<file path="config.mk">
export PLATFORM = sky130hd
export DESIGN_NAME = lvds_rx_phase_cal
export DESIGN_NICKNAME = d
export VERILOG_FILES = /design/src/rtl/lvds_rx_phase_cal.sv
export SDC_FILE = /design/constraint.sdc
export NUM_CORES = 1
export LEC_CHECK = 0
export CAP_MARGIN = 0
export CORE_MARGIN = 2
export CORE_UTILIZATION = 55
export CTS_CLUSTER_SIZE = 25
export DETAILED_ROUTE_END_ITERATION = 8
export HOLD_SLACK_MARGIN = 0.02
export PLACE_DENSITY = 0.77
export SLEW_MARGIN = 25
export SYNTH_ARGS = -nofsm -noshare
export SYNTH_HDL_FRONTEND = slang
export SYNTH_SLANG_ARGS = --single-unit
</file>
<file path="constraint.sdc">
create_clock -name clkin -period 5.7 [get_ports clkin]
set_input_delay 0.855 -clock clkin [delete_from_list [all_inputs] [get_ports clkin]]
set_output_delay 0.855 -clock clkin [all_outputs]
set_load 0.005 [all_outputs]
</file>
<file path="src/rtl/lvds_rx_phase_cal.sv">
// lvds_rx_phase_cal: LVDS RX PLL reset/lock sequencer and dynamic-phase sweep picking the centre of the longest passing window.
// Optional LVDS_PHASE_CAL_LOCK_MON_EN: loss of lock while DONE triggers a full recalibration.
module lvds_rx_phase_cal #(
  parameter int PLL_RST_CYCLES = 16,
  parameter int LOCK_TIMEOUT = 65535,
  parameter int SETTLE_CYCLES = 64,
  parameter int SAMPLE_CYCLES = 256,
  parameter int MAX_RETRY = 3,
  parameter logic [3:0] DUTY_DEFAULT = 4'b1000,
  parameter logic [3:0] FDLY_DEFAULT = 4'b0000
) (
  input  logic       clkin,
  input  logic       reset,
  input  logic       start,
  input  logic       pll_lock,
  input  logic       word_ok,
  output logic       pll_reset,
  output logic [3:0] psda,
  output logic [3:0] dutyda,
  output logic [3:0] fdly,
  output logic       cal_busy,
  output logic       cal_done,
  output logic       cal_fail,
  output logic [3:0] best_phase,
  output logic [4:0] win_len
);
  typedef enum logic [2:0] {PLL_RST, WAIT_LOCK, SETTLE, SAMPLE, NEXT, DONE, FAIL} state_t;
  localparam logic [3:0] RMAX = 4'(MAX_RETRY);
  state_t state, state_n;
  logic [16:0] cnt, cnt_lim;
  logic [1:0] lock_q;
  logic lock_s, cnt_end, pass, fail_evt, retry_last, better;
  logic [3:0] retry, run_start, best_start, run_start_n, fin_start, mid;
  logic [4:0] run_len, best_len, run_n, fin_len;
  assign lock_s = lock_q[1];
  assign pll_reset = state == PLL_RST;
  assign cal_done = state == DONE;
  assign cal_fail = state == FAIL;
  assign cal_busy = !(cal_done || cal_fail);
  assign dutyda = DUTY_DEFAULT;
  assign fdly = FDLY_DEFAULT;
  always_comb begin
    cnt_lim = state == PLL_RST ? 17'(PLL_RST_CYCLES - 1) :
              state == WAIT_LOCK ? 17'(LOCK_TIMEOUT - 1) :
              state == SETTLE ? 17'(SETTLE_CYCLES - 1) : 17'(SAMPLE_CYCLES - 1);
    cnt_end = cnt == cnt_lim;
    run_n = pass ? run_len + 5'd1 : 5'd0;
    run_start_n = (pass && run_len == 5'd0) ? psda : run_start;
    better = run_n > best_len;
    fin_len = better ? run_n : best_len;
    fin_start = better ? run_start_n : best_start;
    mid = fin_start + 4'((fin_len - 5'd1) >> 1);
    retry_last = (retry + 4'd1) == RMAX;
    fail_evt = 1'b0;
    state_n = state;
    case (state)
      PLL_RST:   if (cnt_end) state_n = WAIT_LOCK;
      WAIT_LOCK: if (lock_s) state_n = SETTLE; else if (cnt_end) fail_evt = 1'b1;
      SETTLE:    if (cnt_end) state_n = SAMPLE;
      SAMPLE:    if (cnt_end) state_n = NEXT;
      NEXT:      state_n = psda != 4'hf ? SETTLE : fin_len == 5'd0 ? FAIL : DONE;
      DONE: begin
        if (start) state_n = PLL_RST;
`ifdef LVDS_PHASE_CAL_LOCK_MON_EN
        else if (!lock_s) state_n = PLL_RST;
`endif
      end
      FAIL:      if (start) state_n = PLL_RST;
      default:   state_n = PLL_RST;
    endcase
    // losing lock mid-sweep invalidates every phase result gathered so far
    if (!lock_s && (state == SETTLE || state == SAMPLE || state == NEXT)) fail_evt = 1'b1;
    if (fail_evt) state_n = retry_last ? FAIL : PLL_RST;
  end
  always_ff @(posedge clkin or posedge reset)
    if (reset) state <= PLL_RST;
    else state <= state_n;
  always_ff @(posedge clkin or posedge reset)
    if (reset) begin
      lock_q <= 2'b00;
      cnt <= '0;
      pass <= 1'b1;
      retry <= '0;
      psda <= '0;
      run_len <= '0;
      run_start <= '0;
      best_len <= '0;
      best_start <= '0;
      best_phase <= '0;
      win_len <= '0;
    end else begin
      lock_q <= {lock_q[0], pll_lock};
      cnt <= state_n != state ? 17'd0 : cnt + 17'd1;
      pass <= state == SAMPLE ? pass & word_ok : 1'b1;
      retry <= (state_n == DONE || (start && !cal_busy)) ? 4'd0 : fail_evt ? retry + 4'd1 : retry;
      if (state == NEXT) begin
        run_len <= run_n;
        run_start <= run_start_n;
        best_len <= fin_len;
        best_start <= fin_start;
      end
      if (state_n == PLL_RST) begin
        run_len <= '0;
        run_start <= '0;
        best_len <= '0;
        best_start <= '0;
      end
      psda <= (state_n == PLL_RST || state_n == FAIL) ? 4'd0 :
              (state == NEXT && state_n == DONE) ? mid :
              (state == NEXT && state_n == SETTLE) ? psda + 4'd1 : psda;
      best_phase <= state_n == FAIL ? 4'd0 : (state == NEXT && state_n == DONE) ? mid : best_phase;
      win_len <= state_n == FAIL ? 5'd0 : (state == NEXT && state_n == DONE) ? fin_len : win_len;
    end
endmodule

</file>
==> metrics.csv <==
stage,metric,value,unit
pwr,p_per_area,471,mW/mm²
pwr,ir_worst_vdd,250,µV
grt,grt_max_degree,59,
layout,drive_gt1_frac,0.118,
synth,netlist_area,0.00372,mm²
flow_run,maxCapViolCount,0,
timing,fin_skew,6.00,ps
layout,antenna_cells,0,
route,firstDrtPassIters,4,
clock_network,post_cts_buffers,0,
clock_network,clock-sinks,58,
timing,max_slew.worst_pin.slew,783,ps
critical_path,path_max_fanout,14,
synth,synth_cell_types,63,
grt,overflow,0,
timing,max_freq,209,MHz
clock_network,htreeDepth,3,
place,dp.cells,492,
layout,instances_no_fill,508,
place,gp_congestion,0.899,
floorplan,start_util,0.577,
route,drc_errors,0,
critical_path,start_kind,flip-flop,
layout,multi_input_area,0.00209,mm²
synth,yosysMostFrequentCell,dfrtp_1,
clock_network,root_buffer,clkbuf_8,
floorplan,dieArea,0.00745,mm²
layout,syn_to_final_growth,11.3,%
layout,n_fill_cell,547,
timing,drv_slew,0,
synth,netlist.area_leader.share,0.383,
synth,yosysSeqAreaShare,0.390,
clock_network,ctsLongestPathBuffers,2,
clock_network,numCtsBuffers,9,
timing,period_share,0.840,
place,portBuffers,21,
layout,nets,447,
place,dp_hpwl,5260,µm
grt,grt_use_total,0.226,
synth,yosys_warnings,0,
synth,synthFlopType,dfrtp_1,
timing,setup_viol,0,
timing,setup_tns,0,ps
route,drt_iter0_markers,134,
synth,ys_ff_latch,58,
route,routedWlPerCell,14.9,µm
clock_network,post_cts_resized,0,
synth,synth_top_area_cell,dfrtp_1,
pwr,fin_total_pwr,0.00195,W
synth,async_flop_share,1.00,
min_path,hp-class,reg2reg,
timing,fin_crit,4790,ps
critical_path,end_kind,flip-flop,
route,ant_nets,0,
grt,grt_antenna_before_repair,0,
synth,synth_edf_count,0,
synth,synth_common_cells,"dfrtp_1 (57), nand2_1 (50), nor2_1 (31)",
grt,grt_pass1_vias,2804,
timing,slew_headroom,0.477,
clock_network,hold_buffers,0,
floorplan,ioPinCount,30,
synth,avgSynthCellArea,9.15,µm²
route,routed-via-count,2871,
pwr,leakage,1.79,nW
synth,yosys-top-cells-area,"dfrtp_1 (38%), ha_1 (5.0%), nand2_1 (5.0%)",
grt,grt_pass1_wl,13100,µm
critical_path,critical_path_class,reg2reg,
floorplan,die_y,86.3,µm
timing,fin_hold_ws,349,ps
layout,regArea,0.00145,mm²
synth,synth_cells,407,
timing,rsz0062_at_grt,false,
timing,final_hold_viol_count,0,
critical_path,cp.arrival,4990,ps
route,wirelength,7560,µm
route,via_per_inst,5.65,
clock_network,clk_latency,350,ps
floorplan,die_x,86.3,µm
floorplan,core_area,0.00646,mm²
run_status,status,"finished, final reports clean",
critical_path,worstPathRequired,5910,ps
clock_network,path_clk_slew,70,ps
clock_network,tritoncts,yes,
floorplan,rows,29,
-- worst paths after layout --
kind,depth (start not counted),to,slack (ps),startpoint
worst max-delay path,17,win_len[3],910,pass
worst min-delay path,0,lock_q[1],350,lock_q[0]
worst max register to register,17,win_len[3],910,pass
worst min register to register,0,lock_q[1],350,lock_q[0]
max in group asynchronous,3,lock_q[0],4190,reset
min in group asynchronous,3,win_len[4],1030,reset
-- per-layer routing --
metal / vias to the layer above / wire [µm] / share of wire / track usage
met4: 0 / 166 / 0.022 / 0.0866
met2: 63 / 3540 / 0.47 / 0.365
li1: 1434 / - / - / -
met3: 12 / 326 / 0.043 / 0.0543
met1: 1362 / 3520 / 0.47 / 0.296
met5: - / 0 / 0 / 0
-- worst max-delay path: stages (launching register included) --
cell	delay (ps)
dfstp_2	600
nand2_1	60
mux2i_1	430
ha_1	350
nand4_1	130
o221ai_1	170
nand2_1	370
mux2i_1	400
ha_1	280
inv_1	70
a21oi_1	100
nor4bb_1	280
o221ai_1	230
nand2b_1	120
a21oi_1	80
o21a_4	220
nor2b_1	560
o22ai_1	190
-- per-stage QoR --
stage	util	cell area, µm²	worst slack, ps
finish	0.642	4150	913
global route	0.642	4150	351
CTS	0.642	4150	939
detailed placement	0.610	3940	937
global placement	0.610	3940	1060
floorplan	-	3750	1370
-- where the power goes --
group	switching, W	internal [W]
registers	0.0000778	0.000465
logic	0.000596	0.000410
clock network	0.000179	0.000225
-- layout make-up --
class | count | area share
Clock inverter | 4 | 0.0121
Tap cell | 77 | 0.0232
Inverter | 17 | 0.0154
Timing Repair Buffer | 25 | 0.0579
Sequential cell | 58 | 0.350
Clock buffer | 12 | 0.0374
Multi-Input combinational cell | 315 | 0.504
-- kinds of logic (layout without fill, tap and decap cells) --
logic type / after synthesis / after routing / share of synthesized area
simple gates: 173 / 173 / 0.253
other cells: 2 / 8 / 0.00202
xor+xnor: 29 / 29 / 0.0722
compound gates: 75 / 75 / 0.134
mux: 14 / 14 / 0.0376
flops: 58 / 58 / 0.390
buf+inv: 40 / 58 / 0.0554
fa+ha+maj: 16 / 16 / 0.0558
-- state kept, by name, indices dropped and copies added (netlist names), 4 cells and up --
| signal | count |
|---|---|
| cnt | 17 |
| best_len | 5 |
| run_len | 5 |
| win_len | 5 |
| best_phase | 4 |
| best_start | 4 |
| psda | 4 |
| retry | 4 |
| run_start | 4 |
-- cells in the final DEF, fill, tap and decap left out, types with 10 or more instances in the layout --
master / instances
a21oi_1: 24
clkbuf_8: 11
clkdlybuf4s50_1: 21
dfrtp_1: 57
ha_1: 15
inv_1: 16
mux2i_1: 14
nand2_1: 50
nand2b_1: 10
nand3_1: 14
nor2_1: 31
nor3_2: 11
o21ai_0: 12
xnor2_1: 12
xor2_1: 15
No activity file was read; power rests on OpenSTA's default activity.
